File: src/rtl/ex_mem_pkg.sv
// Shared types and default widths for the EX->MEM pipeline stage register.
package ex_mem_pkg;

    typedef enum logic [1:0] {
        EMPTY = 2'd0,
        HALF  = 2'd1,
        FULL  = 2'd2
    } skidState_t;

    localparam int DATA_W_DEF  = 8;
    localparam int LABEL_W_DEF = 8;

    // label value + label flag + mem_wr + mem_rd + alu result + operand A + operand B
    function automatic int payloadWidth(input int labelW, input int dataW);
        return labelW + dataW * 3 + 3;
    endfunction

    localparam int PAYLOAD_W_DEF = payloadWidth(LABEL_W_DEF, DATA_W_DEF);

endpackage

File: src/rtl/pipe_skid_buf.sv
// Generic 2-entry valid/ready skid buffer with synchronous flush.
// in_ready is decoded from the state register only, so out_ready never reaches it combinationally.
//
//   state | meaning
//   EMPTY | nothing held, outValid low
//   HALF  | main register holds the oldest entry
//   FULL  | main holds the oldest, skid holds the next; upstream stalled
module pipe_skid_buf
    import ex_mem_pkg::*;
#(
    parameter int               WIDTH    = PAYLOAD_W_DEF,
    parameter logic [WIDTH-1:0] CLR_MASK = '0
) (
    input  logic             clk,
    input  logic             rst_n,
    input  logic             flush,
    input  logic             inValid,
    output logic             inReady,
    input  logic [WIDTH-1:0] inData,
    output logic             outValid,
    input  logic             outReady,
    output logic [WIDTH-1:0] outData
);

    skidState_t       stateQ;
    skidState_t       stateNext;
    logic [WIDTH-1:0] mainQ;
    logic [WIDTH-1:0] skidQ;
    logic             acc;
    logic             con;
    logic             loadMain;
    logic             loadSkid;
    logic             mainFromSkid;

    assign inReady  = (stateQ != FULL);
    assign outValid = (stateQ != EMPTY);
    assign outData  = mainQ;

    assign acc = inValid & inReady & ~flush;
    assign con = outValid & outReady;

    always_comb begin
        stateNext    = stateQ;
        loadMain     = 1'b0;
        loadSkid     = 1'b0;
        mainFromSkid = 1'b0;
        case (stateQ)
            EMPTY: begin
                if (acc) begin
                    loadMain  = 1'b1;
                    stateNext = HALF;
                end
            end
            HALF: begin
                if (acc && con) begin
                    loadMain = 1'b1;
                end else if (acc) begin
                    loadSkid  = 1'b1;
                    stateNext = FULL;
                end else if (con) begin
                    stateNext = EMPTY;
                end
            end
            FULL: begin
                if (con) begin
                    mainFromSkid = 1'b1;
                    stateNext    = HALF;
                end
            end
            default: stateNext = EMPTY;
        endcase
        if (flush) begin
            stateNext = EMPTY;
        end
    end

    always_ff @(posedge clk or negedge rst_n) begin
        if (!rst_n) begin
            stateQ <= EMPTY;
        end else begin
            stateQ <= stateNext;
        end
    end

    // Flush only scrubs the masked bits; the rest of the main register may go stale.
    always_ff @(posedge clk or negedge rst_n) begin
        if (!rst_n) begin
            mainQ <= '0;
        end else if (flush) begin
            mainQ <= mainQ & ~CLR_MASK;
        end else if (loadMain) begin
            mainQ <= inData;
        end else if (mainFromSkid) begin
            mainQ <= skidQ;
        end
    end

    always_ff @(posedge clk or negedge rst_n) begin
        if (!rst_n) begin
            skidQ <= '0;
        end else if (loadSkid) begin
            skidQ <= inData;
        end
    end

endmodule

File: src/rtl/ex_mem_pipe_reg.sv
// EX->MEM pipeline stage register: packs the execute bundle through a skid buffer.
// Define EX_MEM_STALL_CNT_EN to add the saturating stall_cnt output.
module ex_mem_pipe_reg
    import ex_mem_pkg::*;
#(
    parameter int DATA_W  = DATA_W_DEF,
    parameter int LABEL_W = LABEL_W_DEF
) (
    input  logic               clk,
    input  logic               rst_n,
    input  logic               flush,
    input  logic               in_valid,
    output logic               in_ready,
    input  logic [LABEL_W-1:0] in_label_value,
    input  logic               in_label_flag,
    input  logic               in_mem_wr,
    input  logic               in_mem_rd,
    input  logic [DATA_W-1:0]  in_alu_result,
    input  logic [DATA_W-1:0]  in_reg_a,
    input  logic [DATA_W-1:0]  in_reg_b,
    output logic               out_valid,
    input  logic               out_ready,
    output logic [LABEL_W-1:0] out_label_value,
    output logic               out_label_flag,
    output logic               out_mem_wr,
    output logic               out_mem_rd,
    output logic [DATA_W-1:0]  out_alu_result,
    output logic [DATA_W-1:0]  out_reg_a,
    output logic [DATA_W-1:0]  out_reg_b
`ifdef EX_MEM_STALL_CNT_EN
    ,
    output logic [15:0]        stall_cnt
`endif
);

    localparam int PW = payloadWidth(LABEL_W, DATA_W);

    // Label flag and both memory strobes are cleared on flush so a dead slot has no side effect.
    localparam logic [PW-1:0] FLAG_MASK = {{LABEL_W{1'b0}}, 3'b111, {(3 * DATA_W){1'b0}}};

    logic [PW-1:0] inData;
    logic [PW-1:0] outData;

    assign inData = {in_label_value, in_label_flag, in_mem_wr, in_mem_rd,
                     in_alu_result, in_reg_a, in_reg_b};

    assign {out_label_value, out_label_flag, out_mem_wr, out_mem_rd,
            out_alu_result, out_reg_a, out_reg_b} = outData;

    pipe_skid_buf #(
        .WIDTH    (PW),
        .CLR_MASK (FLAG_MASK)
    ) uSkidBuf (
        .clk      (clk),
        .rst_n    (rst_n),
        .flush    (flush),
        .inValid  (in_valid),
        .inReady  (in_ready),
        .inData   (inData),
        .outValid (out_valid),
        .outReady (out_ready),
        .outData  (outData)
    );

`ifdef EX_MEM_STALL_CNT_EN
    logic [15:0] stallCntQ;

    // Survives flush on purpose: it measures MEM back-pressure, not pipeline contents.
    always_ff @(posedge clk or negedge rst_n) begin
        if (!rst_n) begin
            stallCntQ <= '0;
        end else if (out_valid && !out_ready && (stallCntQ != 16'hFFFF)) begin
            stallCntQ <= stallCntQ + 16'd1;
        end
    end

    assign stall_cnt = stallCntQ;
`endif

endmodule

File: config.mk
export PLATFORM = sky130hd
export DESIGN_NAME = ex_mem_pipe_reg
export DESIGN_NICKNAME = d
export VERILOG_FILES = /design/src/rtl/ex_mem_pkg.sv /design/src/rtl/pipe_skid_buf.sv /design/src/rtl/ex_mem_pipe_reg.sv
export SDC_FILE = /design/constraint.sdc
export NUM_CORES = 1
export LEC_CHECK = 0
export ABC_AREA = 1
export CORE_ASPECT_RATIO = 0.5
export CORE_UTILIZATION = 54
export CTS_CLUSTER_DIAMETER = 50
export DETAILED_ROUTE_END_ITERATION = 7
export GPL_ROUTABILITY_DRIVEN = 0
export PLACE_DENSITY = 0.88
export SYNTH_ARGS = -nofsm -noshare
export SYNTH_HDL_FRONTEND = slang
export SYNTH_SLANG_ARGS = --single-unit
File: constraint.sdc
create_clock -name clk -period 3.5 [get_ports clk]
set_input_delay 0.35 -clock clk [delete_from_list [all_inputs] [get_ports clk]]
set_output_delay 0.35 -clock clk [all_outputs]
set_load 0.03 [all_outputs]
==> Word-level counts from Yosys, hierarchy flattened <==
Index checks and enable logic that the tools add are counted.
{ "classes": {"mux": 17, "bitwise_logic": 4, "n_eq_ne": 7, "reduce_logical": 7} }
{ "ops": {"columns": ["operator", "count"], "rows": [
  ["35-bit 2-to-1 mux", 2],
  ["27-bit 2-to-1 mux", 1],
  ["2-bit 2-to-1 mux", 6],
  ["1-bit 2-to-1 mux", 6],
  ["3-bit by 2-bit != test with 1-bit output, second input constant", 2],
  ["2-bit one-hot mux with 3 select lines", 1],
  ["4-bit by 2-bit != test with 1-bit output, second input constant", 1],
  ["4-bit AND reduction", 1],
  ["2-bit nonzero test", 2],
  ["1-bit AND", 3],
  ["3-bit != test, second input constant", 1],
  ["3-bit nonzero test", 1],
  ["2-bit by 1-bit == test with 1-bit output, second input constant", 1],
  ["2-bit == test, second input constant", 1],
  ["2-bit logical NOT", 1],
  ["2-bit != test, second input constant", 1],
  ["1-bit one-hot mux with 2 select lines", 1],
  ["2-bit AND reduction", 1],
  ["1-bit logical AND", 1],
  ["1-bit NOT", 1]
]} }
{ "totals": {"register_bits": 72, "elab_cells": 39} }

==> Longest topological paths before layout <==
{ "logic_depth": {"word_depth": 8, "ltp_mapped": 8} }

==> Worst setup path before layout <==
Ideal clock, no wire load.
{ "synth_path": {"path_type": "register to register", "from": "reg uSkidBuf.stateQ[1]", "to": "reg uSkidBuf.mainQ[0], in the netlist uSkidBuf.outData[0]", "setup_ps": 117, "t_required_ps": 3383, "synth_period_minus_slack_ps": 1266, "arrival_ps": 1149, "setup_slack_ps": 2234, "stages_incl_launch_ff": 8, "cell_sequence": "dfrtp_1 nor2_4 nand3_4 nand2_1 nand2_1 buf_2 nand2_1 nand2_1"} }
{ "synth_between": {"elab_chain_cells": 8, "elab_cells_between_ends": 17, "cone_classes": "3 x eq/ne; 6 x mux; 3 x bitwise; 5 x reduce/logical"} }
{ "synth_rtl": {"columns": ["element", "line_no", "rtl"], "rows": [
  ["start, declared", "pipe_skid_buf.sv:25", "skidState_t stateQ;"],
  ["start signal, assigned", "pipe_skid_buf.sv:81", "stateQ <= stateNext;"],
  ["2-bit != test", "pipe_skid_buf.sv:35", "assign inReady = (stateQ != FULL);"],
  ["1-bit AND (2 in series)", "pipe_skid_buf.sv:39", "assign acc = inValid & inReady & ~flush;"],
  ["1-bit logical AND", "pipe_skid_buf.sv:55", "if (acc && con) begin"],
  ["1-bit 2-to-1 mux", "pipe_skid_buf.sv:55", null],
  ["1-bit one-hot mux with 2 select lines", "pipe_skid_buf.sv:47", "case (stateQ)"],
  ["2-bit nonzero test (no source line)", null, null],
  ["2-bit AND reduction (no source line)", null, null],
  ["end signal, assigned", "pipe_skid_buf.sv:90", "mainQ <= mainQ & ~CLR_MASK;"],
  ["end signal, assigned", "pipe_skid_buf.sv:92", "mainQ <= inData;"],
  ["end signal, assigned", "pipe_skid_buf.sv:94", "mainQ <= skidQ;"],
  ["end, declared", "pipe_skid_buf.sv:27", "logic [WIDTH-1:0] mainQ;"]
]} }
Parallel ways exist; a longest one is shown, timed or not.
A chain may end at the register's enable or synchronous reset.

==> Final worst setup path <==
{ "layout_path": {"from": "in out_ready", "to": "reg uSkidBuf.mainQ[2], in the netlist uSkidBuf.outData[2]"} }
{ "layout_between": {"elab_chain_cells": 6, "elab_cells_between_ends": 9, "cone_classes": "5 x mux; 1 x bitwise; 3 x reduce/logical"} }
{ "layout_rtl": {"columns": ["element", "line_no", "rtl"], "rows": [
  ["start, declared", "ex_mem_pipe_reg.sv:22", "input logic out_ready,"],
  ["1-bit AND *", "pipe_skid_buf.sv:40", "assign con = outValid & outReady;"],
  ["1-bit logical AND", "pipe_skid_buf.sv:55", null],
  ["1-bit 2-to-1 mux", "pipe_skid_buf.sv:55", null],
  ["1-bit one-hot mux with 2 select lines", "pipe_skid_buf.sv:47", null],
  ["2-bit nonzero test (no source line)", null, null],
  ["2-bit AND reduction (no source line)", null, null]
]} }
Every way passes the cells marked *; elsewhere a longest branch is shown, timed or not.

==> results.sh <==
export IMPL_maxSlewViolCount=0
export IMPL_antenna_found_initial=0
export IMPL_synthMostInstantiatedCell="nand2_1"
export IMPL_routed_wl_mm=8.720
export IMPL_synth_flop_cell="dfrtp_1"
export IMPL_maxCapViolCount=0
export IMPL_path_cells="clkdlybuf4s50_1 > inv_2 > nand2_4 > nand3_4 > buf_4 > a21oi_4 > nand2_1 > nand2_1"
export IMPL_areaGrowthSynthToFinish_pct=32.21
export IMPL_synth_async_sr_flop_share=1.000
export IMPL_timing_slew_headroom=0.2069
export IMPL_clk_latency_ns=0.33
export IMPL_numCtsBuffers=9
export IMPL_leakage_nw=2.393
export IMPL_synthesis_area_um2=3415
export IMPL_synth_nets=483
export IMPL_die_h_um=58.23
export IMPL_hold_buffers=0
export IMPL_fin_hold_ws_ns=0.1113
export IMPL_rsz0062_at_grt="no"
export IMPL_ctsHtreeMaxLevel=3
export IMPL_worstPathRequired_ns=3.76
export IMPL_ios=77
export IMPL_grt_pass1_wl_mm=13.92
export IMPL_antenna_left=0
export IMPL_synth_seq_area_share=0.5277
export IMPL_layout_drive_gt1_share=0.05273
export IMPL_hp_class="input pin to asynchronous set/reset pin"
export IMPL_via_per_inst=5.243
export IMPL_synth_common_cells="nand2_1, dfrtp_1, inv_1"
export IMPL_fin_worst_skew_ns=0.003137
export IMPL_die_area_um2=6665
export IMPL_rows=20
export IMPL_vias=3146
export IMPL_post_cts_setup_buffers=0
export IMPL_cp_max_fo=36
export IMPL_core_um2=6081
export IMPL_slowest_delay_ns=0.73
export IMPL_tns_ns=0
export IMPL_slowest_stage="a21oi_4"
export IMPL_drc=0
export IMPL_grt_use_total=0.2791
export IMPL_finalSetupViolations=0
export IMPL_r2r_start="uSkidBuf.stateQ[0]"
export IMPL_nets=548
export IMPL_fmax_ghz=0.3681
export IMPL_synth_edff_count=0
export IMPL_syn_inst=443
export IMPL_cp_num_buf_inv=3
export IMPL_synth_area_top_cells="dfrtp_1, nand2_1, nand4_1"
export IMPL_cellPowerDensity_nw_per_um2=760.9
export IMPL_startpoint_type="input pin"
export IMPL_cp_startpoint="out_ready"
export IMPL_drtIter0Drc=298
export IMPL_p_total_w=0.003435
export IMPL_die_x_um=114.5
export IMPL_hpwlAfterDp_mm=5.103
export IMPL_fin_ws_ns=0.7831
export IMPL_ys_warn_count=0
export IMPL_drt_wirelength_per_cell_um=14.53
export IMPL_grt_pass1_vias=2965
export IMPL_critPathTopFamily="buffers and inverters"
export IMPL_cts_tree="done"
export IMPL_io_buffer_count=76
export IMPL_initial_core_util=0.5615
export IMPL_cts_sinks=72
export IMPL_arrival_ns=2.98
export IMPL_cts_path_max_buffers=2
export IMPL_grt_max_degree=73
export IMPL_dr_pass1_iters=5
export IMPL_cts_root_buf="clkbuf_16"
export IMPL_crit_top_cell="nand2_1"
export IMPL_diodes=0
export IMPL_worstSetupPathType="input pin to flip-flop"
export IMPL_cts_repair_resized=0
export IMPL_synth_area_leader_cell="dfrtp_1"
export IMPL_cp_end_kind="flip-flop"
export IMPL_ys_types=18
export IMPL_gr_total_overflow=0
export IMPL_min_period_ns=2.717
export IMPL_tightest_slew_ns=1.187
export IMPL_hold_viol_final=0
export IMPL_syn_avg_cell_area_um2=7.708
export IMPL_clk_pin_slew_ns=0.05
export IMPL_dp_slack_ns=0.5394
export IMPL_peakVddDrop_mv=0.4638
export IMPL_netlist_area_leader_share=0.5277
export IMPL_status="completed"
export IMPL_ys_ff_latch=72
export IMPL_fin_crit_sh=0.7762
-- where the power goes --
group	total, W	switching (W)	internal [W]	leakage [nW]
Combinational	0.00115	0.000691	0.000461	1.31
Clock	0.000989	0.000332	0.000657	0.159
Sequential	0.00129	0.000168	0.00113	0.927
-- state kept, by name, summed over array words and instances (netlist names) --
name and cells:
uSkidBuf.skidQ 35, uSkidBuf.stateQ 2, uSkidBuf.outData 35
-- layout by cell type (no fill, tap or decap), types with 2 or more instances in the layout --
cell	count
clkdlybuf4s50_1	75
o21ai_0	35
buf_4	6
nand2_1	219
clkbuf_16	9
clkbuf_8	2
nand4_1	37
nand3_1	3
inv_1	39
dfrtp_1	72
nor2_1	3
bufinv_16	2
-- routing by layer --
layer	track usage	vias up	routed length, um
li1	-	1522	-
met2	0.4450	141	4079
met5	0	-	0
met1	0.3767	1468	3899
met3	0.08264	15	643
met4	0.08163	0	97
-- cell type report --
cell class,instances,area [um^2]
Clock buffer,12,256.5
Clock inverter,3,65.06
Fill cell,425,1567
Inverter,40,150.1
Multi-Input combinational cell,304,1335
Sequential cell,72,1802
Tap cell,88,110.1
Timing Repair Buffer,81,795.8
-- final timing paths --
path,to,slack (ns),depth (start not counted)
max,uSkidBuf.outData[2],0.78,8
min,uSkidBuf.outData[16],0.11,1
max reg2reg,uSkidBuf.outData[2],0.98,6
min reg2reg,uSkidBuf.outData[17],0.48,2
max in group asynchronous,uSkidBuf.outData[28],2.75,1
min in group clk,uSkidBuf.outData[17],0.48,2
-- cell families (layout without fill, tap and decap cells) --
logic type,Yosys count,count (layout),share of synthesized area
and+or+nand+nor,268,268,0.3335
DFF,72,72,0.5277
buffers and inverters,67,136,0.08281
AOI/OAI and AO/OA,36,36,0.05607
-- stage by stage --
step | utilization | area, um^2 | instances
final | 0.7424 | 4514 | 600
after global routing | 0.7424 | 4514 | 600
after CTS | 0.7424 | 4514 | 600
after detailed placement | 0.6895 | 4193 | 585
after global placement | 0.6895 | 4193 | 585
after floorplan | - | 3415 | 443
No activity file was read; power rests on OpenSTA's default activity.
